--- src/rtl/ram_pkg.sv ---
// Shared types and helpers for the single-port clearable RAM.
package ram_pkg;

  typedef enum logic {
    CLEAR = 1'b0,
    IDLE  = 1'b1
  } ram_state_e;

  // Address width for a given depth; never narrower than one bit.
  function automatic int ram_aw(input int depth);
    return (depth <= 2) ? 1 : $clog2(depth);
  endfunction

endpackage

--- src/rtl/ram_sp_array.sv ---
// Bare storage array: one synchronous write port, one registered read port.
// The read register clears on Rst and can be loaded with zero for
// out-of-range reads, so the top never needs a separate output stage.
module ram_sp_array #(
  parameter int WW    = 10,
  parameter int DEPTH = 256,
  parameter int AW    = 8
) (
  input  logic          Clk,
  input  logic          Rst,
  input  logic          wr_en,
  input  logic [AW-1:0] wr_addr,
  input  logic [WW-1:0] wr_data,
  input  logic          rd_en,
  input  logic          rd_ok,
  input  logic [AW-1:0] rd_addr,
  output logic [WW-1:0] rd_data
);

  logic [WW-1:0] mem [DEPTH];

  // Write port: no reset, contents are initialised by the clear sweep.
  always_ff @(posedge Clk) begin
    if (wr_en) mem[wr_addr] <= wr_data;
  end

  // Read register: holds between reads, zero for out-of-range addresses.
  always_ff @(posedge Clk) begin
    if (Rst)        rd_data <= '0;
    else if (rd_en) rd_data <= rd_ok ? mem[rd_addr] : '0;
  end

endmodule

--- src/rtl/ram_sp_clr.sv ---
// Parametrised single-port RAM with a post-reset clear sweep.
// Optional feature: define RAM_PARITY_EN to store an even-parity bit per
// word and flag corrupted words on read through ParErr.
//
// state | meaning
// CLEAR | sweep writing INIT_VAL to every word, requests ignored, Busy=1
// IDLE  | normal read/write access
module ram_sp_clr
  import ram_pkg::*;
#(
  parameter int            DW       = 10,
  parameter int            DEPTH    = 256,
  parameter int            AW       = ram_aw(DEPTH),
  parameter logic [DW-1:0] INIT_VAL = '0
) (
  input  logic          Clk,
  input  logic          Rst,
  input  logic          En,
  input  logic          We,
  input  logic [AW-1:0] Addr,
  input  logic [DW-1:0] Din,
  output logic [DW-1:0] Dout,
  output logic          RdValid,
  output logic          Busy,
  output logic          ParErr
);

`ifdef RAM_PARITY_EN
  localparam int WW = DW + 1;
`else
  localparam int WW = DW;
`endif
  localparam logic [AW-1:0] LAST_ADDR = AW'(DEPTH - 1);

  ram_state_e    state_q, state_d;
  logic [AW-1:0] clr_addr_q;
  logic          in_range;
  logic          user_wr;
  logic          user_rd;
  logic          arr_we;
  logic [AW-1:0] arr_waddr;
  logic [WW-1:0] arr_wdata;
  logic [WW-1:0] arr_rdata;
  logic [WW-1:0] init_word;
  logic [WW-1:0] user_word;

  // State register; Rst always restarts the sweep.
  always_ff @(posedge Clk) begin
    if (Rst) state_q <= CLEAR;
    else     state_q <= state_d;
  end

  // Next state: leave CLEAR once the last word has been written.
  always_comb begin
    state_d = state_q;
    case (state_q)
      CLEAR:   if (clr_addr_q == LAST_ADDR) state_d = IDLE;
      IDLE:    state_d = IDLE;
      default: state_d = CLEAR;
    endcase
  end

  // Sweep address counter, parked at zero outside the sweep.
  always_ff @(posedge Clk) begin
    if (Rst)
      clr_addr_q <= '0;
    else if (state_q == CLEAR)
      clr_addr_q <= (clr_addr_q == LAST_ADDR) ? '0 : clr_addr_q + 1'b1;
  end

  assign Busy     = (state_q == CLEAR);
  assign in_range = (int'(Addr) < DEPTH);
  assign user_wr  = !Rst && (state_q == IDLE) && En &&  We && in_range;
  assign user_rd  = !Rst && (state_q == IDLE) && En && !We;

`ifdef RAM_PARITY_EN
  assign init_word = {^INIT_VAL, INIT_VAL};
  assign user_word = {^Din, Din};
`else
  assign init_word = INIT_VAL;
  assign user_word = Din;
`endif

  // Sweep owns the write port while busy; user writes only in IDLE.
  always_comb begin
    arr_we    = 1'b0;
    arr_waddr = Addr;
    arr_wdata = user_word;
    if (!Rst && state_q == CLEAR) begin
      arr_we    = 1'b1;
      arr_waddr = clr_addr_q;
      arr_wdata = init_word;
    end else if (user_wr) begin
      arr_we = 1'b1;
    end
  end

  ram_sp_array #(
    .WW   (WW),
    .DEPTH(DEPTH),
    .AW   (AW)
  ) u_array (
    .Clk    (Clk),
    .Rst    (Rst),
    .wr_en  (arr_we),
    .wr_addr(arr_waddr),
    .wr_data(arr_wdata),
    .rd_en  (user_rd),
    .rd_ok  (in_range),
    .rd_addr(Addr),
    .rd_data(arr_rdata)
  );

  // Read strobe: one pulse per accepted read, aligned with the new Dout.
  always_ff @(posedge Clk) begin
    if (Rst) RdValid <= 1'b0;
    else     RdValid <= user_rd;
  end

  assign Dout = arr_rdata[DW-1:0];

`ifdef RAM_PARITY_EN
  // Out-of-range reads load an all-zero word, which has even parity.
  assign ParErr = RdValid && (^arr_rdata);
`else
  assign ParErr = 1'b0;
`endif

endmodule
--- config.mk ---
export PLATFORM = sky130hd
export DESIGN_NAME = ram_sp_clr
export DESIGN_NICKNAME = d
export VERILOG_FILES = /design/src/rtl/ram_pkg.sv /design/src/rtl/ram_sp_array.sv /design/src/rtl/ram_sp_clr.sv
export SDC_FILE = /design/constraint.sdc
export NUM_CORES = 2
export LEC_CHECK = 0
export ABC_AREA = 0
export BUFFER_PORTS_ARGS = -buffer_cell sky130_fd_sc_hd__buf_2
export CAP_MARGIN = 25
export CORE_UTILIZATION = 30
export CTS_CLUSTER_SIZE = 14
export DETAILED_ROUTE_END_ITERATION = 7
export PLACE_DENSITY = 0.51
export REMOVE_ABC_BUFFERS = 1
export SETUP_SLACK_MARGIN = 0.1
export SKIP_LAST_GASP = 1
export SYNTH_ARGS = -nofsm -noshare
export SYNTH_HDL_FRONTEND = slang
export SYNTH_HIERARCHICAL = 1
export SYNTH_SLANG_ARGS = --single-unit
export TNS_END_PERCENT = 30
--- constraint.sdc ---
create_clock -name Clk -period 11.38 [get_ports Clk]
set_input_delay 3.414 -clock Clk [delete_from_list [all_inputs] [get_ports Clk]]
set_output_delay 3.414 -clock Clk [all_outputs]
set_load 0.02 [all_outputs]
# --- Word level (Yosys, flattened, before mapping) ---
# Memory sizes are Yosys's and may differ from the RTL's. A register that Yosys moved wholly into a read port is not among the register bits.
# Cells that the tools add are included.
op_classes:
  n_addsub: 1
  n_eq_ne: 1
  muxes: 9
  bitwise: 1
  reduce_logical: 7
ops:
  columns: ["op", "n"]
  rows:
  - ["8-bit two-way mux", 2]
  - ["10-bit two-way mux", 1]
  - ["8-bit by 1-bit adder with 8-bit output, second input constant", 1]
  - ["8-bit equality test, second input constant", 1]
  - ["1-bit logical AND", 5]
  - ["1-bit two-way mux", 5]
  - ["1-bit zero test", 2]
  - ["1-bit one-hot mux with 2 select lines", 1]
  - ["1-bit NOT", 1]
totals:
  ff_bits: 10
  mem_bits_rw: 2560
  in_bits: 22
  output_inout_bits: 13
  word_cells: 23
  n_memories: 1
mem_list:
  columns: ["name", "words", "width", "rd", "rd_clocked_by_memory_dff", "write_ports", "line_no", "source"]
  rows:
  - ["u_array.mem", 256, 10, 1, 1, 1, "ram_sp_array.sv:20", "logic [WW-1:0] mem [DEPTH];"]

# --- Longest topological paths before layout ---
logic_depth:
  word_depth: 8
  depth_mapped: 13
  ltp_nobuf: 8

# --- By module ---
# The synthesis kept the hierarchy.
modules_own_cells:
  columns: ["mod", "n_inst", "cells_each", "area_each_um2", "seq_area_each_um2"]
  rows:
  - ["ram_sp_array", 1, 4729, 99780.7, 77073.9]
  - ["ram_sp_clr", 1, 75, 678.2, 200.2]

# --- Worst setup path after synthesis ---
# OpenSTA, ideal clock, no wires.
synth_path:
  path_kind: "input-to-reg"
  start: "in Rst"
  end: "mem u_array.mem[0][0] (data pin)"
  setup_time_ps: 1459
  arrival_time_ps: 9944
  required_time_ps: 9921
  slack_ps: -24
  cell_stages: 3
  n_path_buf: 1
  path_cell_list: "nor2_2 > buf_2 > nor2b_1"
synth_via:
  elab_chain_cells: 3
synth_rtl:
  columns: ["element", "line_no", "source"]
  rows:
  - ["start, declared", "ram_sp_clr.sv:17", "input logic Rst,"]
  - ["1-bit zero test", "ram_sp_clr.sv:89", "if (!Rst && state_q == CLEAR) begin"]
  - ["1-bit logical AND", "ram_sp_clr.sv:89", null]
  - ["10-bit two-way mux", "ram_sp_clr.sv:89", null]
  - ["net arr_wdata[0]", "ram_sp_clr.sv:42", "logic [WW-1:0] arr_wdata;"]
  - ["end, declared", "ram_sp_array.sv:20", null]
# The timed path passes the listed nets, and every way through them passes these cells.

# --- Final worst setup path ---
layout_path:
  start: "in Rst"
  end: "mem u_array.mem[21][2], enable pin"
layout_via:
  elab_cells_between_ends: 10
  cone_classes: "mux: 5; reduce/logical: 5"
layout_rtl:
  columns: ["element", "line_no", "source"]
  rows:
  - ["1-bit zero test", "ram_sp_clr.sv:89", null]
  - ["1-bit logical AND", "ram_sp_clr.sv:89", null]
  - ["8-bit two-way mux", "ram_sp_clr.sv:89", null]
  - ["net arr_waddr[1]", "ram_sp_clr.sv:41", "logic [AW-1:0] arr_waddr;"]
# The timed path passes the listed nets, and every way through them passes these cells.

==> results.md <==
* WHS at 0.4602 ns
* Status: completed
* Clk pin slew, worst setup/hold paths at 0.06 ns
* Final setup viols at 0
* Final Slew Violations at 0
* Port buffer count at 33
* Slowest stage cell, crit path: nand3_1
* Initial antenna violation count at 12
* Main flop type after synthesis: edfxtp_1
* Max frequency at 135.9 MHz
* Placed inst area at 106700 um^2
* Synth cell types at 71
* Resized cells post-CTS at 0
* Footprint of the multi-input gates at 21510 um^2
* Postcts setup bufs at 0
* ANT nets after route at 0
* Endpoint class of the critical path: register
* Gate Count Post-Synth at 4804
* Worst skew pair latency at 0.86 ns
* Synth top area cells: edfxtp_1, mux4_2, mux2i_1
* Synth Register Bits at 2580
* Clk Tree Root Cell: clkbuf_16
* Maximum root-to-sink buffer count at 4
* CP Launch Point: Rst
* PwrDens at 173.2 nW/um^2
* GRT Overall Usage at 17.42%
* I/O pins at 35
* Hold Crit Class: register to register
* Starting density of the core at 30.13%
* CTS tree: done
* WL per Instance at 30.89 um
* Cell taking the most area after synthesis: edfxtp_1
* Least-Margin Pin Slew at 1.388 ns
* Final Cell Area at 115600 um^2
* R2r startpoint: state_q$_SDFF_PP0_
* 1st-iter DRT viols at 5989
* Worst Path Buf+Inv at 2
* Vias per cell at 5.265
* Worst r2r path cells at 6
* Max incr delay on CP at 0.91 ns
* Register area at 77270 um^2
* CP Launch Type: input pin
* Unrepaired setup endpoints after global routing: no
* Worst Hold Depth at 2
* Slew headroom at 7.490%
* Post-synth EDFFs at 2560
* Ratio of cells with drive above 1 in the final layout at 25.17%
* Die area at 337200 um^2
* Top delay family on crit path: simple AND/OR/NAND/NOR gates
* Avg Cell Area, Syn at 20.91 um^2
* Asr flop ratio synth at 0%
* Placed Cells at 9158
* Global route overflow at 0
* Cts hold-fix bufs at 0
* Most common cell in the synthesized netlist: edfxtp_1
* Max-Cap Viols at 0
* Crit-path max FO at 18
* # DRC at 0
* Synth cell count leaders: edfxtp_1, mux4_2, nor2_1
* WS Path Type: input pin to register
* Final Total Pwr at 0.02001 W
* Routed WL at 299500 um
* Die Ht at 580.7 um
* Ys Warns at 6
* CORE AREA at 333400 um^2
* Pre-antenna DRT Iters at 5
* Skew final at 0.05707 ns
* CP required at 11.85 ns
* WP depth at 7
* Fill count at 30810
* Vias in the first global route at 50840
* Worst Hold Launch: u_array/rd_data[2]$_SDFFE_PP0P_
* Global-route wire length before repair at 417400 um
* Nets at 5134
* Synthesized area at 100500 um^2
* Via count at 51060
* Final Cycle Share at 64.68%
* GPL Wtd Cong at 0.8496
* Area added between synthesis and finish at 15.04%
* Setup TNS at 0 ns
* Layout Cells excl Fill at 9698
* Worst vdd rail ir drop at 0.1289 mV
* Critical path, cell by cell: buf_2 -> nor2_4 -> mux2_2 -> nor2b_1 -> nand3_1 -> buf_4 -> nor2_1
* Largest net degree at the start of global routing at 189
* Clock sinks at 2580
* Yosys top cell area share at 76.52%
* TritonCTS buffer count at 274
* Row count at 212
* Min Clock Period, post-route at 7.360 ns
* Width of the die at 580.7 um
* Hold Vio Cnt, Final at 0
* Crit path DAT at 7.83 ns
* Final HPWL DP at 184200 um
* Sequential fraction of the synthesis area at 76.92%
* LEAKAGE at 36.09 nW
* H-tree Lvls at 5
## registers in the layout, indices dropped and copies added, names as in the netlist
signal	count
u_array/rd_data	10
clr_addr_q	8
RdValid	1
state_q	1
u_array/mem	2560
## worst register-to-register path: stages (launching register included)
cell and delay (ns):
dfxtp_1 0.44, nor2_4 0.87, mux2_2 0.52, nor2b_1 0.44
nand3_1 0.91, buf_4 0.61, nor2_1 0.83
## worst paths after layout
| path | to | slack, ns |
|---|---|---|
| worst max register to register | u_array/mem[21][2]$_DFFE_PP_ | 6.39 |
| worst min register to register | u_array/rd_data[2]$_SDFFE_PP0P_ | 0.46 |
| worst max-delay path | u_array/mem[21][2]$_DFFE_PP_ | 4.02 |
| worst min-delay path | u_array/rd_data[2]$_SDFFE_PP0P_ | 0.46 |
## cells in the final DEF (no fill, tap or decap), drive strengths merged, types with 42 or more instances in the layout
| cell | count |
|---|---|
| nand3 | 65 |
| buf | 322 |
| nand2 | 209 |
| o22ai | 54 |
| mux2i | 165 |
| clkbuf | 362 |
| nor2 | 309 |
| o221ai | 49 |
| a21oi | 78 |
| mux4 | 595 |
| clkinv | 94 |
| a22oi | 42 |
| edfxtp | 2560 |
## logic make-up after synthesis
logic type | after synthesis | synth area share (%)
flops | 2580 | 76.92
mux | 782 | 15.23
simple gates | 745 | 3.288
compound gates | 391 | 2.704
buf+inv | 300 | 1.811
xor+xnor | 3 | 0.02616
other cells | 2 | 0.007476
fa+ha+maj | 1 | 0.01245
## power breakdown
| group | internal, W | leakage (nW) | switching [W] |
|---|---|---|---|
| Sequential | 0.0105 | 23.5 | 0.00000506 |
| Combinational | 0.000321 | 8.49 | 0.000740 |
| Clock | 0.00485 | 4.08 | 0.00364 |
| Total | 0.0156 | 36.1 | 0.00438 |
## area by class of cell
cell class | instances | area share (%)
Clock buffer | 359 | 6.454
Antenna cell | 4 | 0.008661
Multi-Input combinational cell | 1924 | 18.61
Inverter | 6 | 0.02598
Sequential cell | 2580 | 66.86
Timing Repair Buffer | 325 | 2.532
Tap cell | 4387 | 4.750
Clock inverter | 113 | 0.7524
## per-layer routing
| metal | vias to the layer above | wire length (um) | track usage (%) |
|---|---|---|---|
| met5 | - | 8 | 0 |
| met4 | 2 | 8426 | 4.765 |
| met3 | 399 | 22250 | 3.240 |
| met2 | 2089 | 143000 | 28.03 |
| met1 | 27930 | 125900 | 24.18 |
| li1 | 20640 | - | - |
## metrics by stage
step	setup WS, ns	utilization [%]
finish	4.020	34.66
detailed placement	3.154	32.01
global route	3.889	34.66
global placement	2.916	31.73
floorplan	0.1682	-
CTS	4.067	34.50
Power figures use the tool's default switching activity.
